File: config.mk
export PLATFORM = sky130hd
export DESIGN_NAME = seq_gen_1011
export DESIGN_NICKNAME = d
export VERILOG_FILES = /design/src/rtl/seq_gen_1011.sv
export SDC_FILE = /design/constraint.sdc
export NUM_CORES = 1
export LEC_CHECK = 0
export ABC_AREA = 0
export CORE_MARGIN = 10
export CORE_UTILIZATION = 50
export DETAILED_ROUTE_END_ITERATION = 16
export PLACE_DENSITY = 0.86
export SYNTH_ARGS = -nofsm -noshare
export SYNTH_HDL_FRONTEND = slang
export SYNTH_SLANG_ARGS = --single-unit
File: constraint.sdc
create_clock -name clk -period 2.2 [get_ports clk]
set_clock_uncertainty 0.05 [all_clocks]
set_input_delay 0.44 -clock clk [delete_from_list [all_inputs] [get_ports clk]]
set_output_delay 0.44 -clock clk [all_outputs]
set_load 0.03 [all_outputs]
File: src/rtl/seq_gen_1011.sv
// Serial pattern transmitter: sends PATTERN MSB-first, cmd_reps times, with cmd_gap idle zeros between repetitions.
// Latency: first pattern bit one cycle after the accepting edge; done pulses the cycle after the last bit.
// Backpressure: none downstream; cmd_ready is high only in IDLE, so one command is in flight at a time.
//
// Ports:
//   clk        rising-edge clock
//   reset      asynchronous active-low reset
//   cmd_valid  command offered; accepted when cmd_ready is also high
//   cmd_ready  high only in IDLE
//   cmd_reps   number of pattern repetitions (0 = empty command, done only)
//   cmd_gap    zero-bit cycles between repetitions
//   abort      synchronous cancel; ignored in IDLE
//   out_bit    serial data, forced to 0 whenever out_valid is 0
//   out_valid  out_bit carries a pattern bit this cycle
//   busy       any state other than IDLE
//   done       one-cycle pulse on normal completion
module seq_gen_1011 #(
  parameter int                   PATTERN_W = 4,
  parameter logic [PATTERN_W-1:0] PATTERN   = 4'b1011,
  parameter int                   CNT_W     = 4,
  parameter int                   GAP_W     = 3
) (
  input  logic             clk,
  input  logic             reset,
  input  logic             cmd_valid,
  output logic             cmd_ready,
  input  logic [CNT_W-1:0] cmd_reps,
  input  logic [GAP_W-1:0] cmd_gap,
  input  logic             abort,
  output logic             out_bit,
  output logic             out_valid,
  output logic             busy,
  output logic             done
);

  localparam int IDX_W = $clog2(PATTERN_W);
  localparam logic [IDX_W-1:0] IDX_LAST = IDX_W'(PATTERN_W - 1);

  typedef enum logic [1:0] {
    IDLE = 2'd0,
    SEND = 2'd1,
    GAP  = 2'd2,
    DONE = 2'd3
  } state_t;

  state_t           state, state_n;
  logic [CNT_W-1:0] rep_cnt, rep_cnt_n;
  logic [GAP_W-1:0] gap_reg, gap_reg_n;
  logic [GAP_W-1:0] gap_cnt, gap_cnt_n;
  logic [IDX_W-1:0] bit_idx, bit_idx_n;

  always_ff @(posedge clk or negedge reset) begin
    if (!reset) begin
      state   <= IDLE;
      rep_cnt <= '0;
      gap_reg <= '0;
      gap_cnt <= '0;
      bit_idx <= '0;
    end else begin
      state   <= state_n;
      rep_cnt <= rep_cnt_n;
      gap_reg <= gap_reg_n;
      gap_cnt <= gap_cnt_n;
      bit_idx <= bit_idx_n;
    end
  end

  always_comb begin
    state_n   = state;
    rep_cnt_n = rep_cnt;
    gap_reg_n = gap_reg;
    gap_cnt_n = gap_cnt;
    bit_idx_n = bit_idx;

    case (state)
      IDLE: begin
        if (cmd_valid && cmd_ready) begin
          rep_cnt_n = cmd_reps;
          gap_reg_n = cmd_gap;
          bit_idx_n = IDX_LAST;
          state_n   = (cmd_reps == '0) ? DONE : SEND;
        end
      end

      SEND: begin
        if (bit_idx == '0) begin
          // End of one repetition: count it and pick what follows.
          rep_cnt_n = rep_cnt - CNT_W'(1);
          bit_idx_n = IDX_LAST;
          if (rep_cnt == CNT_W'(1)) begin
            state_n = DONE;
          end else if (gap_reg == '0) begin
            state_n = SEND;
          end else begin
            state_n   = GAP;
            gap_cnt_n = gap_reg;
          end
        end else begin
          bit_idx_n = bit_idx - IDX_W'(1);
        end
      end

      GAP: begin
        // bit_idx was already reloaded on entry to GAP.
        gap_cnt_n = gap_cnt - GAP_W'(1);
        if (gap_cnt == GAP_W'(1)) begin
          state_n = SEND;
        end
      end

      DONE: begin
        state_n   = IDLE;
        rep_cnt_n = '0;
        gap_reg_n = '0;
        gap_cnt_n = '0;
        bit_idx_n = '0;
      end

      default: begin
        state_n = IDLE;
      end
    endcase

    // Cancel wins over everything except the IDLE accept path.
    if (abort && (state != IDLE)) begin
      state_n   = IDLE;
      rep_cnt_n = '0;
      gap_reg_n = '0;
      gap_cnt_n = '0;
      bit_idx_n = '0;
    end
  end

  // Outputs decode from registered state only; no input reaches an output.
  assign cmd_ready = (state == IDLE);
  assign busy      = (state != IDLE);
  assign done      = (state == DONE);
  assign out_valid = (state == SEND);
  assign out_bit   = (state == SEND) && PATTERN[bit_idx];

endmodule

==> reports/qor.log, run 1 <==
qor: critical_path.worstPathRequired 2380 ps
qor: synthesis.post_synth_simple_gate_area 0.230
qor: sta.hold_slack 461 ps
qor: floorplanning.core-area 1960 µm²
qor: drt.num_vias 1,029
qor: critical_path.timing.critical_path.cells inv_1 > ha_2 > nand2b_2 > a221o_1 > or4_1 > o21ai_1
qor: critical_path.timing.critical_path.slowest_cell_delay 530 ps
qor: global_route.maximum_number_of_pins_on_one_net_before_global_route_repair 15
qor: synthesis.syn-mean-instance-area 8.75 µm²
qor: floorplanning.die_w 65.6 µm
qor: drt.top_layer_used met4
qor: synthesis.seq_area_frac_synth 0.337
qor: drt.met2RoutedLength 1450 µm
qor: layout.fillerInstances 172
qor: cts.clock_latency_on_the_worst_skew_pair 300 ps
qor: cts.cts_tree yes
qor: synthesis.synth-seq-cells 14
qor: drt.drcViolationCount 0
qor: synthesis.netlist_area_before_placement 1040 µm²
qor: critical_path.worstPathArrival 2280 ps
qor: critical_path.cp_top_family simple AND/OR/NAND/NOR gates
qor: place.io_buffers 15
qor: global_route.grt_overflow_total 0
qor: sta.finalMaxSlewViolations 0
qor: critical_path.crit_buf_inv 1
qor: cts.cts-htree-levels 1
qor: sta.slew_at_the_pin_closest_to_its_max_slew_limit 663 ps
qor: cts.clockBufferDepth 2
qor: synthesis.combinational_family_with_the_most_area_after_synthesis simple AND/OR/NAND/NOR gates
qor: power.power_leakage 0.585 nW
qor: floorplanning.fp-row-count 16
qor: drt.post_route_wl 2840 µm
qor: global_route.grt_pass1_vias 1,043
qor: layout.multi_input_comb_area 639 µm²
qor: cts.clock_sinks 14
qor: synthesis.yosys.area_share.xor_xnor 0.00841
qor: sta.finalCritPeriodShare 0.954
qor: power.power.density_cell_area 1420 nW/µm²
qor: sta.grt_setup_unrepaired false
qor: drt.vias_per_cell 6.09
qor: drt.iteration_0_drc_markers 74
qor: place.detailed_place_hpwl 2170 µm
qor: outcome.status completed
qor: hold_path.min_path_type reg -> reg
qor: cts.clkTransAtPathRegs 100 ps
qor: critical_path.setup.worst_path.class reg -> reg
qor: layout.largest_register_ffs 4
qor: sta.finalSetupViolCount 0
qor: synthesis.yosys.cell_types.count 36
qor: critical_path.setup.worst_path.start_class flip-flop
qor: layout.drive_above_1_share 0.113
qor: synthesis.synth.yosys.warnings 0
qor: layout.insertedDiodeCount 0
qor: drt.met3_wirelength 168 µm
qor: layout.design.final.nets 165
qor: critical_path.crit_fanout 6
qor: sta.max_slew_margin 0.557
qor: cts.holdBufCountCts 0
qor: cts.ctsRootBufferMaster sky130_fd_sc_hd__clkbuf_4
qor: synthesis.synth-compound-area-share 0.197
qor: cts.cts_made_buffers 3
qor: drt.routed_wire_length_per_instance 16.8 µm
qor: global_route.track_usage 0.132
qor: layout.seqCellArea 350 µm²
qor: drt.detailedRoute.firstPassIterationCount 5
qor: floorplanning.die_outline_area 4310 µm²
qor: synthesis.adder_and_majority_gate_portion_of_the_synthesized_area 0.132
qor: drt.routed_metal_1_wirelength 1160 µm
qor: sta.maxClockFrequency 0.477 GHz
qor: synthesis.postSynthNetCount 141
qor: drt.ant_nets 0
qor: job.max_cap_violations 0
qor: floorplanning.fp.dieH 65.6 µm
qor: sta.final-hold-violation-count 0
qor: layout.final_cell_mix sky130_fd_sc_hd__inv_1, sky130_fd_sc_hd__dfrtp_1, sky130_fd_sc_hd__a21oi_1, sky130_fd_sc_hd__clkdlybuf4s50_1, sky130_fd_sc_hd__ha_1
qor: floorplanning.design.portCount 16
qor: power.vdd_ir_drop_max 903 µV
qor: sta.period_needed 2100 ps
qor: floorplanning.initial_utilization 0.531
qor: global_route.initial_antenna_violation_count 0
qor: layout.fin_util 0.659
qor: place.gp_congestion 0.844
qor: global_route.wire_length_of_the_first_global_routing_pass 4550 µm
qor: layout.area_growth_syn_to_layout 24.2%
qor: synthesis.postSynthCellCount 119
qor: critical_path.slowest_stage sky130_fd_sc_hd__or4_1
qor: critical_path.end_kind flip-flop
qor: synthesis.post_synth_mux_area_share 0.0421
## worst reg2reg max path, stage by stage, from the launching register on
cell,delay [ps]
sky130_fd_sc_hd__dfrtp_1,420
sky130_fd_sc_hd__inv_1,110
sky130_fd_sc_hd__ha_2,220
sky130_fd_sc_hd__nand2b_2,210
sky130_fd_sc_hd__a221o_1,400
sky130_fd_sc_hd__or4_1,530
sky130_fd_sc_hd__o21ai_1,90
## timing repair
action,CTS,global route
gates resized for setup,4,2
gates cloned,0,0
buffers inserted,0,0
endpoints found under the hold margin,0,0
setup endpoints to repair,4,3
## cell usage after synthesis, drive strengths merged
master | n | area share
dfrtp | 14 | 0.34
inv | 14 | 0.050
ha | 11 | 0.13
a21oi | 10 | 0.048
o21ai | 7 | 0.034
nand2 | 6 | 0.022
nand3 | 6 | 0.029
nor2b | 6 | 0.036
nor2 | 5 | 0.018
nand2b | 4 | 0.026
a31oi | 3 | 0.018
mux2 | 3 | 0.032
nor3b | 3 | 0.022
nor4 | 3 | 0.018
o31ai | 2 | 0.014
o41ai | 2 | 0.017
or3 | 2 | 0.012
or4 | 2 | 0.014
a211o | 1 | 0.0084
a221o | 1 | 0.0096
a22oi | 1 | 0.0072
and3 | 1 | 0.0060
clkbuf | 1 | 0.0036
mux2i | 1 | 0.0096
nand4 | 1 | 0.0060
nor3 | 1 | 0.0048
nor4b | 1 | 0.0084
o211ai | 1 | 0.0072
o22a | 1 | 0.0084
o2bb2ai | 1 | 0.0084
o311ai | 1 | 0.0084
o31a | 1 | 0.0084
or2b | 1 | 0.0072
xor2 | 1 | 0.0084
## per-layer routing
layer / track usage / up-vias
li1: - / 477
met1: 0.138 / 499
met2: 0.242 / 46
met3: 0.0339 / 7
met4: 0.0561 / 0
met5: 0 / -
## where the power goes
group	internal [mW]	leakage, nW	switching, mW
Combinational	0.502	0.387	0.669
Clock	0.101	0.0210	0.103
Sequential	0.365	0.177	0.0963
## through the flow
stage	area [µm²]	TNS (ps)	setup slack, ps	std cells	power (mW)
after floorplan	1040	0	44.7	119	1.25
after global placement	1260	0	72.0	165	1.56
after detailed placement	1260	-3.28	-3.28	165	1.63
after CTS	1290	0	60.3	169	1.80
after global routing	1290	0	23.1	169	1.98
final	1290	0	102	169	1.84
## layout make-up
| cell class | count | share of cell area |
|---|---|---|
| Clock buffer | 4 | 0.0281 |
| Inverter | 14 | 0.0407 |
| Multi-Input combinational cell | 90 | 0.495 |
| Sequential cell | 14 | 0.271 |
| Tap cell | 27 | 0.0261 |
| Timing Repair Buffer | 20 | 0.139 |
## logic make-up after synthesis
group | after synthesis
and+or+nand+nor | 42
AOI/OAI and AO/OA | 32
buffers and inverters | 15
DFF | 14
adders and majority gates | 11
muxes | 4
xor gates and xnor gates | 1
## worst paths after layout
path	endpoint	cells past startpoint	from	slack, ps
max	rep_cnt[0]	6	state[1]	100
min in group asynchronous	rep_cnt[3]	1	reset	480
min	rep_cnt[1]	2	rep_cnt[1]	460
max reg2reg	rep_cnt[0]	6	state[1]	100
min reg2reg	rep_cnt[1]	2	rep_cnt[1]	460
max in group asynchronous	state[1]	1	reset	1190
(Power assumes the default switching activity.)
==> run 2: changes to the inputs <==
PLACE_DENSITY = 0.75   (was 0.86)
==> run 2 against run 1 <==
Effect of this change: die area unchanged; first-iteration DRC count decreased by 53%; sequential share of layout area is 0.18 points lower; clock-buffer cell count is the same; critical path type unchanged; critical endpoint is now rep_cnt[3].
==> reports/qor.log, run 2 (synthesized netlist as in run 1, its figures left out) <==
qor: outcome.status completed [unchanged]
qor: layout.drive_above_1_share 0.119 [was 0.113]
qor: cts.clock_sinks 14 [unchanged]
qor: global_route.maximum_number_of_pins_on_one_net_before_global_route_repair 15 [unchanged]
qor: layout.design.final.nets 166 [was 165]
qor: cts.cts_tree yes [unchanged]
qor: sta.period_needed 2090 ps [was 2100 ps]
qor: cts.ctsRootBufferMaster sky130_fd_sc_hd__clkbuf_4 [unchanged]
qor: critical_path.setup.worst_path.start_class flip-flop [unchanged]
qor: place.io_buffers 15 [unchanged]
qor: cts.clock_latency_on_the_worst_skew_pair 290 ps [was 300 ps]
qor: critical_path.slowest_stage sky130_fd_sc_hd__dfrtp_1 [was sky130_fd_sc_hd__or4_1]
qor: sta.max_slew_margin 0.561 [was 0.557]
qor: critical_path.worst-r2r-setup-slack 110 ps [was 100 ps]
qor: cts.clockBufferDepth 2 [unchanged]
qor: job.max_cap_violations 0 [unchanged]
qor: hold_path.min_path_type reg -> reg [unchanged]
qor: sta.slew_at_the_pin_closest_to_its_max_slew_limit 656 ps [was 663 ps]
qor: sta.maxClockFrequency 0.478 GHz [was 0.477 GHz]
qor: sta.final-hold-violation-count 0 [unchanged]
qor: sta.finalMaxSlewViolations 0 [unchanged]
qor: layout.area_growth_syn_to_layout 25.0% [was 24.2%]
qor: hold_path.min_from gap_cnt[2] [was rep_cnt[1]]
qor: drt.detailedRoute.firstPassIterationCount 4 [was 5]
qor: floorplanning.die_outline_area 4310 µm² [unchanged]
qor: floorplanning.fp-row-count 16 [unchanged]
qor: place.place.detailed.instances 166 [was 165]
qor: floorplanning.die_w 65.6 µm [unchanged]
qor: cts.cts-htree-levels 1 [unchanged]
qor: drt.post_route_wl 2640 µm [was 2840 µm]
qor: floorplanning.initial_utilization 0.531 [unchanged]
qor: floorplanning.fp.dieH 65.6 µm [unchanged]
qor: cts.clkTransAtPathRegs 90 ps [was 100 ps]
qor: drt.iteration_0_drc_markers 35 [was 74]
qor: critical_path.worstPathArrival 2270 ps [was 2280 ps]
qor: critical_path.worstReg2RegEnd rep_cnt[3] [was rep_cnt[0]]
qor: critical_path.timing.critical_path.slowest_cell_delay 420 ps [was 530 ps]
qor: drt.vias_per_cell 5.92 [was 6.09]
qor: place.detailed_place_hpwl 2010 µm [was 2170 µm]
qor: global_route.track_usage 0.125 [was 0.132]
qor: drt.ant_nets 0 [unchanged]
qor: layout.insertedDiodeCount 0 [unchanged]
qor: layout.final-instance-count-excl-fill 170 [was 169]
qor: critical_path.worstPathRequired 2380 ps [about the same]
qor: critical_path.crit_fanout 7 [was 6]
qor: power.power_leakage 0.589 nW [was 0.585 nW]
qor: critical_path.worstRegToRegCells 7 [was 6]
qor: floorplanning.design.portCount 16 [unchanged]
qor: global_route.grt_pass1_vias 969 [was 1,043]
qor: power.power.density_cell_area 1400 nW/µm² [was 1420 nW/µm²]
qor: sta.finalSetupViolCount 0 [unchanged]
qor: critical_path.cp_top_family simple AND/OR/NAND/NOR gates [unchanged]
qor: hold_path.worst_hold_path.num_cells 1 [was 2]
qor: layout.largest_register_ffs 4 [unchanged]
qor: drt.routed_wire_length_per_instance 15.5 µm [was 16.8 µm]
qor: critical_path.r2r_start state[0] [was state[1]]
qor: cts.cts_made_buffers 3 [unchanged]
qor: power.vdd_ir_drop_max 764 µV [was 903 µV]
qor: critical_path.timing.critical_path.cells inv_1 > ha_2 > nand2b_2 > a221o_1 > buf_4 > or3_1 > nand3_1 [was inv_1 > ha_2 > nand2b_2 > a221o_1 > or4_1 > o21ai_1]
qor: place.gp_congestion 0.836 [was 0.844]
qor: sta.grt_setup_unrepaired false [unchanged]
qor: critical_path.setup.worst_path.class reg -> reg [unchanged]
qor: sta.finalCritPeriodShare 0.950 [was 0.954]
qor: global_route.wire_length_of_the_first_global_routing_pass 4380 µm [was 4550 µm]
qor: cts.holdBufCountCts 0 [unchanged]
qor: floorplanning.core-area 1960 µm² [unchanged]
qor: drt.num_vias 1,006 [was 1,029]
qor: hold_path.whs_endpoint gap_cnt[2] [was rep_cnt[1]]
qor: sta.setup-tns-final 0 ps [unchanged]
qor: global_route.grt_overflow_total 0 [unchanged]
qor: global_route.initial_antenna_violation_count 0 [unchanged]
qor: drt.drcViolationCount 0 [unchanged]
qor: layout.final_cell_mix sky130_fd_sc_hd__inv_1, sky130_fd_sc_hd__dfrtp_1, sky130_fd_sc_hd__a21oi_1, sky130_fd_sc_hd__clkdlybuf4s50_1, sky130_fd_sc_hd__ha_1 [unchanged]
qor: critical_path.end_kind flip-flop [unchanged]
qor: critical_path.crit_buf_inv 2 [was 1]
[run 2: cell count changes in the layout (fill, tap and decap cells not counted)]
cell	change
sky130_fd_sc_hd__dlygate4sd2_1	-1
sky130_fd_sc_hd__clkdlybuf4s15_1	+1
sky130_fd_sc_hd__buf_4	+1
[run 2: timing repair]
item / in CTS / in global routing
setup endpoints to repair: 4 / 2
resized for setup: 4 / 3
hold endpoints to repair: 0 / 0
buffers inserted: 0 / 0
[run 2: final cells by class]
class | count | area (µm²)
fillers | 178 | 661
multi-input cells | 90 | 639
flip-flops and latches | 14 | 350
repair buffers | 21 | 189
inverters | 14 | 52.6
clock buffers | 4 | 36.3
well taps | 27 | 33.8
[run 2: layer usage]
metal	part of all wire	global-route usage	routed length, µm
met1	0.45	0.151	1190
met2	0.49	0.208	1300
met3	0.042	0.0237	112
met4	0.016	0.0561	42
met5	0	0	0
[run 2: worst max path at each step]
stage | startpoint | endpoint | slack, ps | cells past startpoint
floorplan | state[1] | out_bit | 40 | 4
global placement | abort | rep_cnt[0] | 50 | 5
detailed placement | abort | rep_cnt[0] | 20 | 5
CTS | state[1] | out_valid | 80 | 3
global route | state[0] | rep_cnt[3] | 20 | 7
finish | state[0] | rep_cnt[3] | 110 | 7
[run 2: worst reg2reg max path: cells and delay by family (launching register included)]
family / cells / cell delay (ps)
fa+ha+maj: 1 / 240
flops: 1 / 420
buf+inv: 2 / 290
compound gates: 1 / 390
simple gates: 3 / 660
[run 2: power breakdown]
group / switching, mW / total [mW] / leakage (nW) / internal, mW
logic: 0.656 / 1.17 / 0.391 / 0.511
registers: 0.0970 / 0.462 / 0.177 / 0.365
clock network: 0.0911 / 0.192 / 0.0210 / 0.101
[run 2: through the flow]
step | power, mW | setup WS (ps) | hold slack [ps] | cell area [µm²] | utilization
after global routing | 1.97 | 20.5 | 503 | 1300 | 0.663
final | 1.82 | 109 | 479 | 1300 | 0.663
after CTS | 1.80 | 75.8 | 483 | 1290 | 0.660
after detailed placement | 1.62 | 16.2 | 463 | 1260 | 0.644
after global placement | 1.59 | 52.9 | 449 | 1260 | 0.644
after floorplan | 1.25 | 44.7 | 94.4 | 1040 | -
